File: config.mk
export PLATFORM = sky130hd
export DESIGN_NAME = lpm_inpad_filt
export DESIGN_NICKNAME = d
export VERILOG_FILES = /design/src/rtl/lpm_inpad_filt_pkg.sv /design/src/rtl/lpm_inpad_filt_bitfilt.sv /design/src/rtl/lpm_inpad_filt.sv
export SDC_FILE = /design/constraint.sdc
export NUM_CORES = 1
export LEC_CHECK = 0
export ABC_AREA = 1
export CAP_MARGIN = 20
export CORE_AREA = 2 2 39 41
export DETAILED_ROUTE_END_ITERATION = 16
export DIE_AREA = 0 0 41 43
export PLACE_DENSITY_LB_ADDON = 0.12
export RECOVER_POWER = 25
export SYNTH_ARGS = -nofsm -noshare
export SYNTH_HDL_FRONTEND = slang
export SYNTH_HIERARCHICAL = 1
export SYNTH_SLANG_ARGS = --single-unit
export TNS_END_PERCENT = 20
File: constraint.sdc
create_clock -name clock -period 1 [get_ports clock]
set_input_delay 0.15 -clock clock [delete_from_list [all_inputs] [get_ports clock]]
set_output_delay 0.15 -clock clock [all_outputs]
set_load 0.03 [all_outputs]
File: src/rtl/lpm_inpad_filt_pkg.sv
// Shared constants for the pad input filter: legal parameter ranges,
// the counter width helper and the per-cycle filter action encoding.
package lpm_inpad_filt_pkg;

    localparam int LPM_WIDTH_MIN  = 1;
    localparam int LPM_WIDTH_MAX  = 64;
    localparam int LPM_SYNC_MIN   = 2;
    localparam int LPM_SYNC_MAX   = 4;
    localparam int LPM_FILTER_MIN = 1;
    localparam int LPM_FILTER_MAX = 256;

    // What the filter does to one bit on an edge
    typedef enum logic [1:0] {
        FILT_HOLD  = 2'd0,
        FILT_CLEAR = 2'd1,
        FILT_COUNT = 2'd2,
        FILT_LOAD  = 2'd3
    } filt_action_e;

    // Bits needed to count 0..depth
    function automatic int lpm_cnt_width(input int depth);
        return $clog2(depth + 1);
    endfunction

endpackage

File: src/rtl/lpm_inpad_filt_bitfilt.sv
// One pad bit: synchronizer chain, stability counter, debounced result
// and registered rise/fall pulses.
module lpm_inpad_bitfilt
    import lpm_inpad_filt_pkg::*;
#(
    parameter int sync_stages  = 2,
    parameter int filter_depth = 4
) (
    input  logic clock,
    input  logic aclr,
    input  logic clken,
    input  logic pad,
    output logic result,
    output logic rise,
    output logic fall,
    output logic pulse_next
);

    localparam int cnt_w = lpm_cnt_width(filter_depth);
    localparam logic [cnt_w-1:0] cnt_last = cnt_w'(filter_depth - 1);

    logic [sync_stages-1:0] sync_q;
    logic [cnt_w-1:0]       cnt_q;
    logic                   s;
    filt_action_e           action;

    assign s          = sync_q[sync_stages-1];
    assign pulse_next = (action == FILT_LOAD);

    // Synchronizer shifts every clock, independent of the filter enable
    always_ff @(posedge clock or posedge aclr) begin
        if (aclr) begin
            sync_q <= '0;
        end else begin
            sync_q <= {sync_q[sync_stages-2:0], pad};
        end
    end

    // Decide this cycle's filter action from the synchronized bit and the count
    always_comb begin
        action = FILT_HOLD;
        if (clken) begin
            if (s == result) begin
                action = FILT_CLEAR;
            end else if (cnt_q == cnt_last) begin
                action = FILT_LOAD;
            end else begin
                action = FILT_COUNT;
            end
        end
    end

    // Apply the action; pulses are high only for the cycle after a load
    always_ff @(posedge clock or posedge aclr) begin
        if (aclr) begin
            cnt_q  <= '0;
            result <= 1'b0;
            rise   <= 1'b0;
            fall   <= 1'b0;
        end else begin
            rise <= 1'b0;
            fall <= 1'b0;
            case (action)
                FILT_CLEAR: cnt_q <= '0;
                FILT_COUNT: cnt_q <= cnt_q + cnt_w'(1);
                FILT_LOAD: begin
                    cnt_q  <= '0;
                    result <= s;
                    rise   <= s;
                    fall   <= ~s;
                end
                default: ;
            endcase
        end
    end

endmodule

File: src/rtl/lpm_inpad_filt.sv
// Pad input filter: per-bit synchronize and debounce with edge pulses,
// plus a single registered "any bit changed" flag.
module lpm_inpad_filt
    import lpm_inpad_filt_pkg::*;
#(
    parameter string lpm_type         = "lpm_inpad_filt",
    parameter int    lpm_width        = 1,
    parameter int    lpm_sync_stages  = 2,
    parameter int    lpm_filter_depth = 4,
    parameter string lpm_hint         = "UNUSED"
) (
    input  logic                 clock,
    input  logic                 aclr,
    input  logic                 clken,
    input  logic [lpm_width-1:0] pad,
    output logic [lpm_width-1:0] result,
    output logic [lpm_width-1:0] rise,
    output logic [lpm_width-1:0] fall,
    output logic                 changed
);

    if (lpm_width < LPM_WIDTH_MIN || lpm_width > LPM_WIDTH_MAX) begin : g_bad_width
        $error("lpm_inpad_filt: lpm_width %0d outside 1..64", lpm_width);
    end
    if (lpm_sync_stages < LPM_SYNC_MIN || lpm_sync_stages > LPM_SYNC_MAX) begin : g_bad_sync
        $error("lpm_inpad_filt: lpm_sync_stages %0d outside 2..4", lpm_sync_stages);
    end
    if (lpm_filter_depth < LPM_FILTER_MIN || lpm_filter_depth > LPM_FILTER_MAX) begin : g_bad_depth
        $error("lpm_inpad_filt: lpm_filter_depth %0d outside 1..256", lpm_filter_depth);
    end
    if (lpm_type != "lpm_inpad_filt" || lpm_hint == "") begin : g_bad_ident
        $error("lpm_inpad_filt: lpm_type must be lpm_inpad_filt and lpm_hint non-empty");
    end

    logic [lpm_width-1:0] pulse_next;

    for (genvar i = 0; i < lpm_width; i++) begin : g_bit
        lpm_inpad_bitfilt #(
            .sync_stages (lpm_sync_stages),
            .filter_depth(lpm_filter_depth)
        ) u_bitfilt (
            .clock     (clock),
            .aclr      (aclr),
            .clken     (clken),
            .pad       (pad[i]),
            .result    (result[i]),
            .rise      (rise[i]),
            .fall      (fall[i]),
            .pulse_next(pulse_next[i])
        );
    end

    // Changed flag registered on the same edge as the per-bit pulses
    always_ff @(posedge clock or posedge aclr) begin
        if (aclr) begin
            changed <= 1'b0;
        end else begin
            changed <= |pulse_next;
        end
    end

endmodule

# After elaboration in Yosys (flattened, before gate mapping)
# Index checks and enable logic that the tools add are counted.
[word_totals]
ff_bits = 9
inputBits = 4
output_inout_bits = 4
elab_cells = 21
[classes]
n_addsub = 1
eq_ne = 5
n_mux = 6
bitwise = 1
reduce_logical = 2
[op_table]
columns = ["op", "n"]
rows = [
  ["$pmux 3 s2", 1],
  ["$eq 2x2->1 const B", 2],
  ["$mux 2", 2],
  ["$add 3x1->3 const B", 1],
  ["$eq 3x2->1 const B", 1],
  ["$mux 1", 3],
  ["$eq 2x1->1 const B", 1],
  ["$reduce_bool 2->1", 1],
  ["$reduce_or 2->1", 1],
  ["$eq 1x1->1", 1],
  ["$not 1->1", 1],
]

# Depth between registers and ports, before layout
[depth]
depth_word = 7
ltp_mapped = 5
mapped_depth_nobuf = 5

# Modules after synthesis
# Netlist, hierarchy kept.
[modules_own_cells]
columns = ["module", "instances", "cells_per_inst", "area_each_um2", "seq_area_each_um2"]
rows = [
  ["lpm_inpad_bitfilt", 1, 40, 354.1, 200.2],
  ["lpm_inpad_filt", 1, 2, 28.8, 25.0],
]

# Worst setup path before layout
# No wires, ideal clock.
[synth_timing]
path_type = "register -> register"
start = "reg g_bit[0].u_bitfilt.cnt_q[0]"
end = "reg g_bit[0].u_bitfilt.cnt_q[2]"
setup_time_ns = 0.077
arrival_ns = 1.072
required_time_ns = 0.923
setup_slack_ns = -0.150
stages_incl_launch_ff = 6
n_path_buf = 0
synth_period_minus_slack_ns = 1.150
cell_sequence = "dfrtp_1 -> ha_1 -> ha_1 -> o21ai_1 -> inv_1 -> a21oi_1"
[synth_via]
elab_chain_cells = 7
word_cells_on_any_way = 11
classes_between = "add/sub (1); eq/ne (4); mux (4); reduce/logical (2)"
[synth_rtl]
columns = ["element", "line_no", "source"]
rows = [
  ["start, declared", "lpm_inpad_filt_bitfilt.sv:23", "logic [cnt_w-1:0] cnt_q;"],
  ["start signal, assigned", "lpm_inpad_filt_bitfilt.sv:65", "FILT_COUNT: cnt_q <= cnt_q + cnt_w'(1);"],
  ["$eq 3x2->1", "lpm_inpad_filt_bitfilt.sv:45", "end else if (cnt_q == cnt_last) begin"],
  ["$mux 1", "lpm_inpad_filt_bitfilt.sv:45", ""],
  ["$mux 2", "lpm_inpad_filt_bitfilt.sv:43", "if (s == result) begin"],
  ["$mux 2", "lpm_inpad_filt_bitfilt.sv:42", "if (clken) begin"],
  ["$eq 2x1->1 or $eq 2x2->1 (tied branches)", "lpm_inpad_filt_bitfilt.sv:63", "case (action)"],
  ["$reduce_or 2->1 (no line)", "--", ""],
  ["$pmux 3 s2 or $reduce_bool 2->1 (tied branches)", "--", ""],
]
# Several ways; a longest one is shown, not always the timed one.
# A chain may end at the register's enable or synchronous reset.

# Worst setup path in the final report
# Ends and elaborated chain as after synthesis.

==> run summary <==
The flow ran to the end, but the final reports show violations. The final reports fail on setup timing. The first global-routing pass estimated 1100 µm of wire. STA classifies the critical path endpoint as a flop. The count of nets left with antenna violations once routing finished came out at 0. The average wire per cell in the routed design is 9.58 µm, and the total routing usage reported by global routing is 0.103. For the final cell count without fillers, the log shows 72.

The final-report max-slew violation count came out at 0. The floorplan has 14 rows. Synthesis instantiated 11 different standard cells from the library.

Summing all placed instances gives a cell area of 500 µm². The gate count after technology mapping is 42. Summed over all nets, the half-perimeter wirelength after detailed placement is 527 µm. The number of setup buffers added after CTS is 0. The worst relative slew slack is 0.793, and the critical-path maximum fanout is 4. The post-synthesis cell area was 383 µm²; the total power was 1.26 mW. 8 I/O pins were placed. For the TritonCTS sink count, the log shows 9.

The power dissipated by switching net loads is 0.439 mW. Master cell of the clock root buffer: clkbuf_4. For the final count of hold timing violations, the log shows 0. The logs give 3 for the clock buffer count from CTS and 0 for the number of max-cap violations. The class of the most critical hold timing path is in -> async. At the later pin of the worst-skew pair, clock insertion delay measures 260 ps.

The tools report the part of the power in registers as 0.395. At the pin with the least slew margin, the transition time is 310 ps. The tools report the count of H-tree levels built during CTS as 1. The kind of launch point of the worst setup path was a flop. The pin count of the biggest net entering global routing is 9. The logs give 0 for the DRC violation count after routing and 6 for the count of warnings emitted by yosys. The run gives 274 as the via count of the first global-routing pass. Wires add up to 690 µm. Summed over all layers, the global routing overflow is 0. The number of antenna violations at the first check in global routing is 0. The tools report the worst-case clock skew as 5.69 ps. The analysis attributes to cell leakage a power of 0.296 nW. The run gives 0.711 mV as the highest ir drop seen on vdd.

At the end of routability-driven placement, the weighted congestion stood at 0.737. The height of the die came out at 43 µm. The total area inside the core boundary comes to 0.00138 mm². Counting tap cells, the placed design contains a total of 68 instances. Setup violations remaining at the end of the flow were counted as 4. The worst register-to-register path has a setup slack of -110 ps. The repair_antennas step left the layout with diodes totalling 0. In this run the horizontal extent of the chip is 41 µm. TritonCTS built the clock tree. The logs give 0.389 for the proportion of power drawn by combinational gates and 8 for the number of design-rule violations left by the first detailed-router iteration. Internal power comes to 0.820 mW. The clock power share was 0.217. The detailed router placed 314 vias in this run. Fraction of layout instances using a drive strength above 1: 0.339. For the required time of the critical path, the log shows 1180 ps.

Dividing the synthesized area by the synthesized cell count gives 9.12 µm². The final critical-path share of the clock period was 1.11. The clock slew seen by the registers of the worst setup and hold paths was 60 ps; the final standard cell area without fillers was 549 µm².

Static timing analysis puts the maximum clock frequency at 901 MHz. The die covers 0.00176 mm². The final net count was 63; the number of storage elements in the synthesis netlist was 9.

For this design the ratio of total power to cell area is 2290 mW/mm². Shortest period the worst path allows: 1110 ps. Counting along the longest clock path gives a buffer depth of 2. The kind of critical path was reg -> reg.

The end-of-flow core utilization was 0.397. Starting density of the core: 0.277. Setup repair after global routing could not meet its margin everywhere.

After detailed routing, the number of vias per cell comes to 4.36. The slack of the critical path was -109 ps. For the sequential element share of the synthesized area, the log shows 0.588. Signal arrival time at the worst endpoint: 1290 ps. During placement, the flow inserted port buffers numbering 7. Counting every net in the synthesized netlist gives 48.

The share of total power consumed by net switching is 0.349, and the length of the first detailed-routing pass in iterations is 4. Compared with the post-synthesis result, the final layout area differs by 43.5%.
==> critical path, cell delays in order (launching register included) <==
cell and delay [ps]:
dfrtp_1 380, ha_2 200, ha_4 180, inv_4 70, nand3_1 90, a21oi_2 120
==> power by group through the flow <==
| stage | clock [mW] | combinational [mW] | sequential (mW) |
|---|---|---|---|
| finish | 0.273 | 0.490 | 0.497 |
| floorplan | 0 | 0.242 | 0.550 |
| global route | 0.312 | 0.556 | 0.513 |
| detailed placement | 0 | 0.446 | 0.505 |
| CTS | 0.293 | 0.463 | 0.499 |
| global placement | 0 | 0.439 | 0.501 |
==> path summary, 6_finish.rpt <==
kind,end,depth (start not counted),startpoint
worst min-delay path,changed,2,aclr
min in group clock,g_bit[0].u_bitfilt/sync_q[1],0,g_bit[0].u_bitfilt/sync_q[0]
worst min register to register,g_bit[0].u_bitfilt/sync_q[1],0,g_bit[0].u_bitfilt/sync_q[0]
worst max register to register,g_bit[0].u_bitfilt/cnt_q[2],5,g_bit[0].u_bitfilt/cnt_q[0]
worst max-delay path,g_bit[0].u_bitfilt/cnt_q[2],5,g_bit[0].u_bitfilt/cnt_q[0]
max in group asynchronous,g_bit[0].u_bitfilt/cnt_q[2],2,aclr
==> metal layers <==
| metal | vias to the layer above | GRT usage | wire (µm) |
|---|---|---|---|
| met2 | 8 | 0.131 | 365 |
| li1 | 156 | - | - |
| met5 | - | 0 | 0 |
| met3 | 0 | 0.0314 | 39 |
| met1 | 150 | 0.127 | 285 |
| met4 | 0 | 0.100 | 0 |
==> kinds of logic after synthesis <==
family / share of synthesized area
simple gates: 0.190
buf+inv: 0.108
flops: 0.588
compound gates: 0.0490
fa+ha+maj: 0.0653
==> Yosys cell counts <==
cell type  count  area, µm²
a21oi_1        1       5.00
a31o_2         1       8.76
dfrtp_1        9        225
ha_1           2       25.0
inv_1         11       41.3
nand2_1        9       33.8
nand3_1        4       20.0
nand4_1        1       6.26
nor2_1         2       7.51
nor3_1         1       5.00
o21ai_1        1       5.00
==> placed cells by master, fill, tap and decap left out, types with 2 or more instances in the layout <==
master	n
clkbuf_4	3
dfrtp_1	9
buf_4	7
nand2_1	9
dlygate4sd3_1	2
nand3_1	3
inv_1	10
==> layout make-up <==
class                      instances  area, µm²
sequential                         9        225
clock buffer                       4       26.3
fill                             134        835
inverter                          11       43.8
multi-input combinational         22        151
timing repair buffer              10       82.6
tap                               16       20.0
==> what timing repair did <==
item / 4_1_cts / 5_1_grt
gates resized for setup: 3 / 4
hold buffers: 0 / 0
endpoints found under the setup margin: 6 / 8
pin swaps: 1 / 2
==> flip-flops by register name, indices dropped and copies added (netlist names) <==
signal	count
g_bit.u_bitfilt/cnt_q	3
g_bit.u_bitfilt/sync_q	2
changed	1
g_bit.u_bitfilt/fall	1
g_bit.u_bitfilt/result	1
g_bit.u_bitfilt/rise	1
==> metrics by stage <==
step	TNS, ps	setup slack [ps]	hold WS (ps)
final	-257	-109	183
after global routing	-627	-179	177
after global placement	-812	-152	318
after CTS	-259	-122	42.8
after detailed placement	-915	-172	322
after floorplan	-120	-62.3	-121
Note: power is estimated with default switching activity, not from simulation.
